===== config.mk =====
export PLATFORM = sky130hd
export DESIGN_NAME = gng_scroll_tile_fetch_flat
export DESIGN_NICKNAME = d
export VERILOG_FILES = /design/src/rtl/gng_scroll_tile_fetch_if.sv /design/src/rtl/gng_scroll_tile_fetch.sv /design/src/flat_wrapper.sv
export SDC_FILE = /design/constraint.sdc
export NUM_CORES = 1
export LEC_CHECK = 0
export CORE_ASPECT_RATIO = 0.7
export CORE_MARGIN = 3
export CORE_UTILIZATION = 55
export CTS_BUF_LIST = sky130_fd_sc_hd__clkbuf_16
export DETAILED_ROUTE_END_ITERATION = 12
export PLACE_DENSITY_LB_ADDON = 0.25
export SLEW_MARGIN = 20
export SYNTH_ARGS = -nofsm -noshare
export SYNTH_HDL_FRONTEND = slang
export SYNTH_SLANG_ARGS = --single-unit

===== constraint.sdc =====
create_clock -name CLK_6M -period 6.6 [get_ports CLK_6M]
set_clock_uncertainty 0.15 [all_clocks]
set_input_delay 1.32 -clock CLK_6M [delete_from_list [all_inputs] [get_ports CLK_6M]]
set_output_delay 1.32 -clock CLK_6M [all_outputs]
set_load 0.02 [all_outputs]

===== src/rtl/gng_scroll_tile_fetch_if.sv =====
// ---------------------------------------------------------------------------
// gng_scroll_tile_fetch_if
// Memory-side bus of the scroll tile fetcher.
//   vram_addr  fetcher -> tilemap RAM, registered address
//   vram_data  tilemap RAM -> fetcher, data for the address presented on the
//              previous clock (synchronous read)
//   rom_addr   fetcher -> tile ROM, registered address
//   rom_data   tile ROM -> fetcher, data for the address currently held on
//              rom_addr (valid in the clock after the address is registered)
// master = fetcher side, slave = memory side.
// ---------------------------------------------------------------------------
interface gng_scroll_tile_fetch_if #(
  parameter int VRAM_AW = 13,
  parameter int ROM_AW  = 15
);
  logic [VRAM_AW-1:0] vram_addr;
  logic [7:0]         vram_data;
  logic [ROM_AW-1:0]  rom_addr;
  logic [7:0]         rom_data;

  modport master (output vram_addr, rom_addr, input vram_data, rom_data);
  modport slave  (input vram_addr, rom_addr, output vram_data, rom_data);
endinterface


===== src/rtl/gng_scroll_tile_fetch.sv =====
// ---------------------------------------------------------------------------
// gng_scroll_tile_fetch
// Scroll-layer tile fetcher and pixel serialiser. Each 8-clock tile period,
// keyed purely on the low bits of the scrolled X position, it reads tile code
// and attribute from tilemap RAM, reads four 4bpp pattern bytes from tile ROM
// and then shifts the 8 pixels out one per clock during the next period.
// Ports:
//   CLK_6M   pixel clock, all state on the rising edge
//   rst      synchronous, active-high reset
//   FLIP     screen flip (SH descends, column and pixel order inverted)
//   SH, SV   scrolled horizontal / vertical position
//   nSCREN   low = CPU owns tilemap RAM this clock (tile data unusable)
//   mem      tilemap RAM / tile ROM bus (master side)
//   PIX      pixel colour index, 0 = transparent
//   PAL      palette select for PIX
// ---------------------------------------------------------------------------
module gng_scroll_tile_fetch #(
  parameter int VRAM_AW = 13,
  parameter int ROM_AW  = 15
) (
  input  logic                          CLK_6M,
  input  logic                          rst,
  input  logic                          FLIP,
  input  logic [8:0]                    SH,
  input  logic [8:0]                    SV,
  input  logic                          nSCREN,
  gng_scroll_tile_fetch_if.master       mem,
  output logic [3:0]                    PIX,
  output logic [3:0]                    PAL
);

  // Fetch step within the tile period; named by the action performed.
  typedef enum logic [2:0] {
    PH_CODE_ADDR  = 3'd0,
    PH_ATTR_ADDR  = 3'd1,
    PH_CODE_LATCH = 3'd2,
    PH_ATTR_LATCH = 3'd3,
    PH_ROM_B1     = 3'd4,
    PH_ROM_B2     = 3'd5,
    PH_ROM_B3     = 3'd6,
    PH_LOAD       = 3'd7
  } phase_e;

  phase_e             phase;
  logic [VRAM_AW-1:0] vram_addr_r;
  logic [ROM_AW-1:0]  rom_addr_r;
  logic [ROM_AW-1:0]  rom_addr_nxt;
  logic [7:0]         code_r;
  logic [7:0]         attr_r;
  logic [7:0]         attr_cur;
  logic [7:0]         pat0_r, pat1_r, pat2_r;
  logic               scr_ok_r;    // nSCREN high so far in this code/attr fetch
  logic               valid_r;     // tile data was read without CPU contention
  logic [31:0]        shift_r;     // top nibble is the pixel on screen
  logic [31:0]        pat_fwd;
  logic [31:0]        pat_load;
  logic [3:0]         pal_r;

  // With FLIP the position counts down, so inverting the low bits keeps the
  // fetch sequence running 0..7 in time.
  assign phase = phase_e'(SH[2:0] ^ {3{FLIP}});

  // NOTE: every variable in an always_comb gets a default first, so no path
  // can leave it unassigned and infer a latch.
  always_comb begin
    attr_cur     = attr_r;
    pat_fwd      = {pat0_r, pat1_r, pat2_r, mem.rom_data};
    pat_load     = '0;
    rom_addr_nxt = '0;
    // The attribute is still on the RAM bus during its latch step.
    if (phase == PH_ATTR_LATCH) attr_cur = mem.vram_data;
    // Byte select is phase-3 modulo 4; vflip mirrors the line inside the tile.
    rom_addr_nxt = {attr_cur[7:6], code_r, SV[2:0] ^ {3{attr_cur[4]}},
                    2'(phase[1:0] + 2'd1)};
    if (valid_r) begin
      if (attr_r[5] ^ FLIP) begin
        for (int i = 0; i < 8; i++) pat_load[i*4 +: 4] = pat_fwd[(7-i)*4 +: 4];
      end else begin
        pat_load = pat_fwd;
      end
    end
  end

  // NOTE: sequential state uses non-blocking assignments only, so every flop
  // samples the pre-edge value of every other flop regardless of order.
  always_ff @(posedge CLK_6M) begin
    if (rst) begin
      vram_addr_r <= '0;
      rom_addr_r  <= '0;
      code_r      <= '0;
      attr_r      <= '0;
      pat0_r      <= '0;
      pat1_r      <= '0;
      pat2_r      <= '0;
      scr_ok_r    <= 1'b0;
      valid_r     <= 1'b0;
      shift_r     <= '0;
      pal_r       <= '0;
    end else begin
      // Free-running shift; the load below overrides it at the period end.
      // Without a load the register simply drains to transparent pixels.
      shift_r <= {shift_r[27:0], 4'h0};
      case (phase)
        PH_CODE_ADDR: begin
          vram_addr_r <= {SV[8:3], SH[8:3] ^ {6{FLIP}}, 1'b0};
          scr_ok_r    <= nSCREN;
        end
        PH_ATTR_ADDR: begin
          vram_addr_r[0] <= 1'b1;
          scr_ok_r       <= scr_ok_r & nSCREN;
        end
        PH_CODE_LATCH: begin
          code_r  <= mem.vram_data;
          valid_r <= scr_ok_r;
        end
        PH_ATTR_LATCH: begin
          attr_r     <= mem.vram_data;
          rom_addr_r <= rom_addr_nxt;
        end
        PH_ROM_B1: begin
          pat0_r     <= mem.rom_data;
          rom_addr_r <= rom_addr_nxt;
        end
        PH_ROM_B2: begin
          pat1_r     <= mem.rom_data;
          rom_addr_r <= rom_addr_nxt;
        end
        PH_ROM_B3: begin
          pat2_r     <= mem.rom_data;
          rom_addr_r <= rom_addr_nxt;
        end
        PH_LOAD: begin
          // Last pattern byte is taken straight off the ROM bus.
          shift_r <= pat_load;
          pal_r   <= attr_r[3:0];
        end
        default: ;
      endcase
    end
  end

  assign mem.vram_addr = vram_addr_r;
  assign mem.rom_addr  = rom_addr_r;
  assign PIX           = shift_r[31:28];
  assign PAL           = pal_r;

endmodule

===== src/flat_wrapper.sv =====
// flat-port wrapper written by rule: the top's interface ports become plain ports
module gng_scroll_tile_fetch_flat 
#(
  parameter int VRAM_AW = 13,
  parameter int ROM_AW  = 15
)
  (CLK_6M, rst, FLIP, SH, SV, nSCREN, PIX, PAL, mem_vram_addr, mem_rom_addr, mem_vram_data, mem_rom_data);
  gng_scroll_tile_fetch_if #(.VRAM_AW(VRAM_AW), .ROM_AW(ROM_AW)) mem_i ();
  input  logic CLK_6M;
  input  logic rst;
  input  logic FLIP;
  input  logic [8:0] SH;
  input  logic [8:0] SV;
  input  logic nSCREN;
  output logic [3:0] PIX;
  output logic [3:0] PAL;
  output wire logic [$bits(mem_i.vram_addr)-1:0] mem_vram_addr;
  output wire logic [$bits(mem_i.rom_addr)-1:0] mem_rom_addr;
  input wire logic [$bits(mem_i.vram_data)-1:0] mem_vram_data;
  input wire logic [$bits(mem_i.rom_data)-1:0] mem_rom_data;
  assign mem_vram_addr = mem_i.vram_addr;
  assign mem_rom_addr = mem_i.rom_addr;
  assign mem_i.vram_data = mem_vram_data;
  assign mem_i.rom_data = mem_rom_data;
  gng_scroll_tile_fetch #(.VRAM_AW(VRAM_AW), .ROM_AW(ROM_AW)) u_core (.CLK_6M(CLK_6M), .rst(rst), .FLIP(FLIP), .SH(SH), .SV(SV), .nSCREN(nSCREN), .mem(mem_i), .PIX(PIX), .PAL(PAL));
endmodule

==> impl_metrics.py, run 1 <==
metrics = {
    "detailed_routing": {
        "avgRoutedWirePerCell_um": 16.35,
        "firstDrtPassIters": 5,
        "first_iter_violations": 260,
        "drc": 0,
        "postRouteWirelength_um": 9992,
        "dr_total_vias": 3519,
        "vias_per_cell": 5.759,
        "drtAntennaViolNets": 0,
    },
    "sta": {
        "rsz0062_at_grt": "false",
        "setup_viol": 0,
        "post-route-min-period_ns": 4.527,
        "setup_tns_ns": 0,
        "hold_viol": 0,
        "setup_ws_ns": 2.073,
        "slew_headroom_pct": 33.23,
        "slew_viol_final": 0,
        "hold_slack_ns": 0.2816,
        "finalCritPeriodShare_pct": 68.59,
        "worst_slew_pin_slew_ns": 1.000,
        "fmax_ghz": 0.2209,
    },
    "critical_path": {
        "ff2ff_setup_slack_ns": 4.32,
        "worst_ep_arrival_time_ns": 4.65,
        "worstRegToRegCells": 5,
        "crit_path_end_kind": "register",
        "critPathLaunchType": "input pin",
        "timing.rr.start": "u_core.attr_r[5]",
        "crit_required_ns": 6.72,
        "path_class": "in -> reg",
        "reg2reg_to": "u_core.shift_r[13]",
        "cp_max_fo": 13,
    },
    "place": {
        "port_buffers": 73,
        "dpl_cell_area_um2": 4912,
        "placed_cells": 595,
        "dp_slack_ns": 1.480,
        "place_congestion": 0.8370,
        "hpwl_um": 6782,
    },
    "synthesis": {
        "synth_common_cells": "dfxtp_1, nand2_1, a21oi_1, mux2i_1, nand3_1",
        "yosysMostFrequentCell": "dfxtp_1",
        "synth_edf_count": 0,
        "synthTopCellsByArea": "dfxtp_1, mux2i_1, nand2_1",
        "yosysTopAreaCellShare_pct": 50.57,
        "synth_area_um2": 4197,
        "yosys_warnings": 0,
        "synth.avg_cell_area_um2": 9.123,
        "syn_nets": 502,
        "syn_inst": 460,
        "yosysTopAreaCell": "dfxtp_1",
        "synth.distinct_cells": 27,
        "ys.flop_type": "dfxtp_1",
        "seq_area_frac_synth_pct": 50.57,
        "synth_seq_cells": 106,
        "synthArstFlopShare_pct": 0,
    },
    "power": {
        "p_per_area_nw_per_um2": 273.3,
        "ir_worst_vdd_v": 0.0001715,
        "p_leak_nw": 1.886,
        "power_mw": 1.424,
    },
    "die": {
        "start_util_pct": 59.36,
        "rows": 25,
        "die_height_um": 79.08,
        "core_um2": 7069,
        "dieArea_um2": 8731,
        "die_x_um": 110.4,
        "io_pins": 74,
    },
    "global_route": {
        "grt_pass1_vias": 3381,
        "grt_max_degree": 81,
        "grt_pass1_wl_um": 16490,
        "antenna_found_initial": 0,
        "grt_use_total_pct": 23.03,
        "grt-ovfl-total": 0,
    },
    "clock_tree": {
        "cts_tree": "built",
        "clk_path_buf_depth": 2,
        "numCtsBuffers": 9,
        "cts-root-buf": "clkbuf_16",
        "cts_htree_levels": 3,
        "ctsHoldBuffers": 0,
        "ctsResizeCount": 0,
        "post_cts_buffers": 0,
        "path_clk_slew_ns": 0.07,
        "cts_sinks": 106,
        "clk_latency_ns": 0.34,
    },
    "layout": {
        "final_core_util_pct": 73.72,
        "design_area_um2": 5211,
        "drive_above_1_share_pct": 4.836,
        "nNetsFinal": 554,
        "area_delta_synth_final_pct": 24.18,
        "fin_cells": 611,
        "diodes": 0,
    },
    "hold_path": {
        "holdPathStages": 1,
        "hold_path_class": "reg -> reg",
        "min_from": "u_core.shift_r[13]",
        "hold_path_end": "u_core.shift_r[17]",
    },
    "flow_run": {
        "drv_cap": 0,
    },
    "status": {
        "status": "finished, final reports clean",
    },
}
cell usage in the layout (no fill, tap or decap), drive strengths merged, types with 2 or more instances in the layout:
cell	instances
nor2	23
xnor2	9
clkbuf	9
a211oi	8
xor2	8
nand3	35
dfxtp	106
o2bb2ai	24
a2bb2oi	4
nand2	92
a222oi	3
and2	4
ha	4
inv	2
clkinvlp	2
a21oi	60
buf	5
clkinv	4
mux2i	35
clkdlybuf4s50	72
cell type report:
cell class	instances	area (um2)
multi-input combinational	316	1913
fill	517	1858
clock buffer	9	225.2
tap	94	117.6
clock inverter	7	70.07
timing repair buffer	77	755.7
inverter	2	7.507
sequential	106	2122
kinds of logic (layout without fill, tap and decap cells):
kind of cell,count (synthesis),in the layout,share of synthesized area (%)
flops,106,106,50.57
simple gates,157,157,15.83
fa+ha+maj,4,4,1.193
compound gates,102,102,15.62
buf+inv,38,95,4.264
xor+xnor,17,17,3.906
mux,36,36,8.617
power by group:
part | switching (mW) | total (mW) | internal, mW | leakage [nW]
clock network | 0.234 | 0.527 | 0.293 | 0.137
registers | 0.0164 | 0.682 | 0.665 | 0.859
logic | 0.125 | 0.216 | 0.0905 | 0.890
state kept, by name, indices dropped and copies added (netlist names):
name / cells
u_core.scr_ok_r: 1
u_core.mem.vram_addr: 13
u_core.PAL: 4
u_core.mem.rom_addr: 15
u_core.code_r: 8
u_core.shift_r: 32
u_core.pat2_r: 8
u_core.pat0_r: 8
u_core.pat1_r: 8
u_core.valid_r: 1
u_core.attr_r: 8
critical path, cell delays in order:
cell,delay (ns)
clkdlybuf4s50_1,0.84
xnor2_1,0.57
inv_1,0.13
ha_1,0.35
or3_1,0.45
mux2i_2,0.60
a222oi_1,0.25
nor2_1,0.13
per-layer routing:
metal / up-vias / track usage, % / wire, um
li1: 1690 / - / -
met1: 1695 / 31.30 / 4632
met2: 120 / 36.50 / 4568
met3: 14 / 7.083 / 724
met4: 0 / 4.920 / 67
met5: - / 0 / 0
worst max-delay path by stage:
stage	from	to
after CTS	FLIP	u_core.mem.rom_addr[3]
after global placement	FLIP	u_core.mem.rom_addr[4]
after global routing	FLIP	u_core.mem.rom_addr[3]
after floorplan	FLIP	u_core.mem.rom_addr[0]
final	FLIP	u_core.mem.rom_addr[3]
after detailed placement	FLIP	u_core.mem.rom_addr[3]
(Power assumes the default switching activity.)
==> run 2, diff against run 1 <==
Settings changed: CORE_UTILIZATION 55 to 47.
Clock period 6.6 ns to 3.7 ns, I/O delays scaled along.
==> run 2 against run 1 <==
Against the previous run:
- critical path depth is the same
- critical endpoint unchanged
- power grew 81%
- cell area grew 1.8%
- combinational power grew 83%
- final cell count grew 5.4%
- hold slack gained 0.0031 ns
- first-iteration DRC count grew 8.8%
==> impl_metrics.py, run 2 (synthesis results as in run 1) <==
metrics = {
    "global_route": {
        "grt_max_degree": 72,
        "grt_use_total_pct": 19.79,
        "grt_pass1_vias": 3223,
        "grt_pass1_wl_um": 16040,
        "grt-ovfl-total": 0,
        "antenna_found_initial": 0,
    },
    "critical_path": {
        "reg2reg_to": "u_core.shift_r[26]",
        "cp_max_fo": 4,
        "ff2ff_setup_slack_ns": 1.91,
        "critPathLaunchType": "input pin",
        "crit_path_end_kind": "register",
        "worstRegToRegCells": 4,
        "crit_start": "FLIP",
        "timing.rr.start": "u_core.attr_r[5]",
        "crit_required_ns": 3.75,
        "path_class": "in -> reg",
        "worst_ep_arrival_time_ns": 2.90,
        "crit_end": "u_core.mem.rom_addr[3]",
    },
    "detailed_routing": {
        "drc": 0,
        "first_iter_violations": 283,
        "drtAntennaViolNets": 0,
        "postRouteWirelength_um": 9792,
        "avgRoutedWirePerCell_um": 15.20,
        "dr_total_vias": 3386,
        "firstDrtPassIters": 4,
        "vias_per_cell": 5.258,
    },
    "place": {
        "port_buffers": 73,
        "hpwl_um": 6572,
        "place_congestion": 0.7891,
        "placed_cells": 630,
    },
    "clock_tree": {
        "cts_tree": "built",
        "clk_latency_ns": 0.35,
        "cts_sinks": 106,
        "clk_path_buf_depth": 2,
        "ctsHoldBuffers": 0,
        "cts_htree_levels": 3,
        "cts-root-buf": "clkbuf_16",
        "ctsResizeCount": 0,
        "numCtsBuffers": 9,
        "path_clk_slew_ns": 0.06,
        "post_cts_buffers": 0,
    },
    "power": {
        "power_mw": 2.583,
        "p_leak_nw": 1.946,
        "ir_worst_vdd_v": 0.0002979,
        "p_per_area_nw_per_um2": 486.7,
    },
    "layout": {
        "final_cell_mix": "dfxtp_1, nand2_1, clkdlybuf4s50_1",
        "drive_above_1_share_pct": 5.725,
        "nNetsFinal": 563,
        "fillCellCount": 750,
        "regMostFlops": "u_core.shift_r",
        "largest_register_ffs": 32,
        "diodes": 0,
        "layout_commonest_cell": "dfxtp_1",
        "area_delta_synth_final_pct": 26.48,
        "fin_cells": 644,
    },
    "sta": {
        "slew_headroom_pct": 51.37,
        "finalCritPeriodShare_pct": 77.02,
        "fmax_ghz": 0.3509,
        "slew_viol_final": 0,
        "post-route-min-period_ns": 2.850,
        "setup_tns_ns": 0,
        "rsz0062_at_grt": "false",
        "setup_viol": 0,
        "hold_viol": 0,
        "worst_slew_pin_slew_ns": 0.7294,
    },
    "die": {
        "rows": 28,
        "io_pins": 74,
        "dieArea_um2": 10120,
        "die_x_um": 118.9,
        "start_util_pct": 48.89,
        "die_height_um": 85.06,
        "core_um2": 8583,
    },
    "hold_path": {
        "min_from": "u_core.shift_r[12]",
        "hold_path_class": "reg -> reg",
    },
    "status": {
        "status": "finished, final reports clean",
    },
    "flow_run": {
        "drv_cap": 0,
    },
}
==> run 2: power by group <==
group	leakage, nW	internal (mW)	switching, mW
Sequential	0.859	1.19	0.0277
Clock	0.150	0.579	0.394
Combinational	0.936	0.170	0.224
Total	1.95	1.94	0.647
==> run 2: through the flow <==
stage,area [um2],worst slack (ns),utilization [%],hold slack (ns)
final,5308,0.8501,61.84,0.2847
after detailed placement,5010,0.4844,58.37,0.2692
after floorplan,4197,0.8961,-,0.2600
after global routing,5308,0.7159,61.84,0.3017
after CTS,5308,0.8497,61.84,0.2822
after global placement,5010,0.5750,58.37,0.2674
==> run 2: how the worst min path moves through the flow <==
stage                         end  depth (start not counted)
3_3_place_gp   u_core.shift_r[19]                          1
5_1_grt         u_core.shift_r[9]                          1
2_1_floorplan  u_core.shift_r[10]                          1
4_1_cts         u_core.shift_r[7]                          1
6_report       u_core.shift_r[16]                          1
3_5_place_dp    u_core.shift_r[7]                          1
==> run 2: cell type report <==
cell class | count | area, um2 | share of cell area [%]
clock buffers | 9 | 225.2 | 4.243
flip-flops and latches | 106 | 2122 | 39.98
clock inverters | 5 | 72.57 | 1.367
inverters | 2 | 7.507 | 0.1414
well taps | 120 | 150.1 | 2.829
multi-input cells | 316 | 1907 | 35.93
repair buffers | 86 | 823.3 | 15.51
==> run 2: metal layers <==
layer	vias up	GRT usage [%]	wire, um
met5	-	0	0
met3	12	7.262	590
met2	79	29.07	4114
li1	1702	-	-
met1	1593	27.81	4978
met4	0	4.837	109
==> run 2: critical path, cell delays in order <==
cell and delay, ns:
clkdlybuf4s50_1 0.55, xor2_1 0.27, inv_1 0.10, ha_1 0.22, or3_1 0.40, and2_1 0.22, a222oi_1 0.32, nor2_1 0.08
==> run 3, diff against run 2 <==
Clock period 3.7 ns to 2.55 ns, I/O delays scaled along.
==> run 3 against run 2 <==
Against the previous run:
- critical path depth unchanged
- register-to-register slack worse by 1.0 ns
- combinational power rose by 57%
- global-route usage grew 1.0 points
- critical path type unchanged
- critical endpoint unchanged
- largest cell class unchanged
- highest routed layer unchanged
==> impl_metrics.py, run 3 (synthesis results as in run 1) <==
metrics = {
    "place": {
        "placed_cells": 647,
        "port_buffers": 73,
        "place_congestion": 0.7835,
        "hpwl_um": 7110,
    },
    "critical_path": {
        "crit_required_ns": 2.63,
        "path_buf_inv": 2,
        "crit_start": "SH[1]",
        "path_class": "in -> reg",
        "cp_max_fo": 3,
        "timing.rr.start": "u_core.attr_r[5]",
        "worstRegToRegCells": 4,
        "critPathLaunchType": "input pin",
        "worst_path_dominant_cell_family": "simple AND/OR/NAND/NOR gates",
        "path_cells": "clkdlybuf4s50_1, xor2_2, inv_1, ha_1, or3_1, and2_1, a222oi_1, nor2_1",
        "ff2ff_setup_slack_ns": 0.88,
        "crit_end": "u_core.mem.rom_addr[3]",
        "cp_num_cells": 8,
        "reg2reg_to": "u_core.shift_r[30]",
        "crit_path_end_kind": "register",
        "cp_slowest_cell": "clkdlybuf4s50_1",
        "cp_slowest_stage_delay_ns": 0.51,
        "worst_ep_arrival_time_ns": 2.53,
    },
    "die": {
        "die_height_um": 85.06,
        "core_um2": 8583,
        "io_pins": 74,
        "die_x_um": 118.9,
        "rows": 28,
        "dieArea_um2": 10120,
        "start_util_pct": 48.89,
    },
    "sta": {
        "fmax_ghz": 0.4081,
        "post-route-min-period_ns": 2.450,
        "hold_viol": 0,
        "worst_slew_pin_slew_ns": 0.5216,
        "rsz0062_at_grt": "false",
        "finalCritPeriodShare_pct": 96.09,
        "slew_headroom_pct": 64.98,
        "slew_viol_final": 0,
        "setup_viol": 0,
    },
    "detailed_routing": {
        "dr_total_vias": 3539,
        "firstDrtPassIters": 7,
        "postRouteWirelength_um": 10220,
        "drc": 0,
        "vias_per_cell": 5.330,
        "drtAntennaViolNets": 0,
        "first_iter_violations": 241,
        "avgRoutedWirePerCell_um": 15.39,
    },
    "clock_tree": {
        "path_clk_slew_ns": 0.07,
        "cts_htree_levels": 3,
        "ctsHoldBuffers": 0,
        "numCtsBuffers": 9,
        "cts_tree": "built",
        "post_cts_buffers": 0,
        "clk_latency_ns": 0.34,
        "cts_sinks": 106,
        "cts-root-buf": "clkbuf_16",
        "clk_path_buf_depth": 2,
    },
    "layout": {
        "final_cell_mix": "dfxtp_1, nand2_1, clkdlybuf4s50_1",
        "diodes": 0,
        "multiInputGateArea_um2": 1934,
        "fillCellCount": 721,
        "fin_cells": 664,
        "seqCellArea_um2": 2122,
        "layout_commonest_cell": "dfxtp_1",
        "drive_above_1_share_pct": 10.29,
        "area_delta_synth_final_pct": 30.89,
        "final_core_util_pct": 63.99,
        "regMostFlops": "u_core.shift_r",
        "largest_register_ffs": 32,
        "nNetsFinal": 581,
    },
    "hold_path": {
        "hold_path_class": "reg -> reg",
    },
    "global_route": {
        "grt-ovfl-total": 0,
        "grt_pass1_wl_um": 16930,
        "grt_pass1_vias": 3445,
        "grt_max_degree": 37,
        "antenna_found_initial": 0,
        "grt_use_total_pct": 20.83,
    },
    "power": {
        "p_leak_nw": 2.049,
        "p_per_area_nw_per_um2": 668.0,
        "power_mw": 3.669,
        "ir_worst_vdd_v": 0.0003501,
    },
    "status": {
        "status": "finished, final reports clean",
    },
    "flow_run": {
        "drv_cap": 0,
    },
}
==> run 3: cell count changes in the layout (fill, tap and decap cells not counted), moves of 2 or more <==
cell | previous run | this run
inv_6 | 0 | 3
buf_4 | 13 | 26
clkinvlp_4 | 0 | 2
buf_12 | 0 | 3
bufinv_16 | 2 | 0
==> run 3: final cells by class <==
cell class,count,share of cell area [%]
Sequential cell,106,38.63
Multi-Input combinational cell,316,35.22
Timing Repair Buffer,104,18.25
Clock buffer,9,4.100
Tap cell,120,2.733
Clock inverter,7,0.9339
Inverter,2,0.1367
==> run 3: stage by stage <==
stage                     area (um2)  setup TNS (ns)  hold slack [ns]  worst slack, ns
final                           5493               0           0.2789          0.09960
after floorplan                 4198               0           0.2600          0.04401
after global placement          5175          -6.975           0.2673          -0.2173
after global routing            5493               0           0.3029         0.009699
after detailed placement        5175          -13.02           0.2689          -0.3712
after CTS                       5455               0           0.2818          0.03355
==> run 3: worst min-delay path by stage <==
stage,startpoint,end,slack [ns],depth (start not counted)
detailed placement,u_core.shift_r[11],u_core.shift_r[15],0.27,1
floorplan,u_core.shift_r[6],u_core.shift_r[10],0.26,1
finish,u_core.shift_r[11],u_core.shift_r[15],0.28,1
CTS,u_core.shift_r[11],u_core.shift_r[15],0.28,1
global placement,u_core.shift_r[2],u_core.shift_r[6],0.27,1
global route,u_core.shift_r[3],u_core.shift_r[7],0.30,1
==> run 3: layer usage <==
layer | global-route usage [%] | share of wire, % | up-vias
li1 | - | - | 1739
met3 | 6.462 | 7.2 | 14
met1 | 28.12 | 46 | 1676
met4 | 5.152 | 1.4 | 0
met2 | 32.89 | 46 | 110
met5 | 0 | 0 | -
==> run 3: repair_timing <==
| item | 4_1_cts | 5_1_grt |
|---|---|---|
| endpoints found under the hold margin | 0 | 0 |
| endpoints found under the setup margin | 1 | 20 |
| resized for setup | 1 | 9 |
| gates cloned | 0 | 1 |
| pin swaps | 0 | 1 |
==> run 3: where the power goes <==
part	leakage, nW	switching, mW	total [mW]	internal [mW]
clock network	0.133	0.614	1.28	0.669
registers	0.859	0.0422	1.76	1.72
logic	1.06	0.340	0.622	0.282
total	2.05	0.997	3.67	2.67
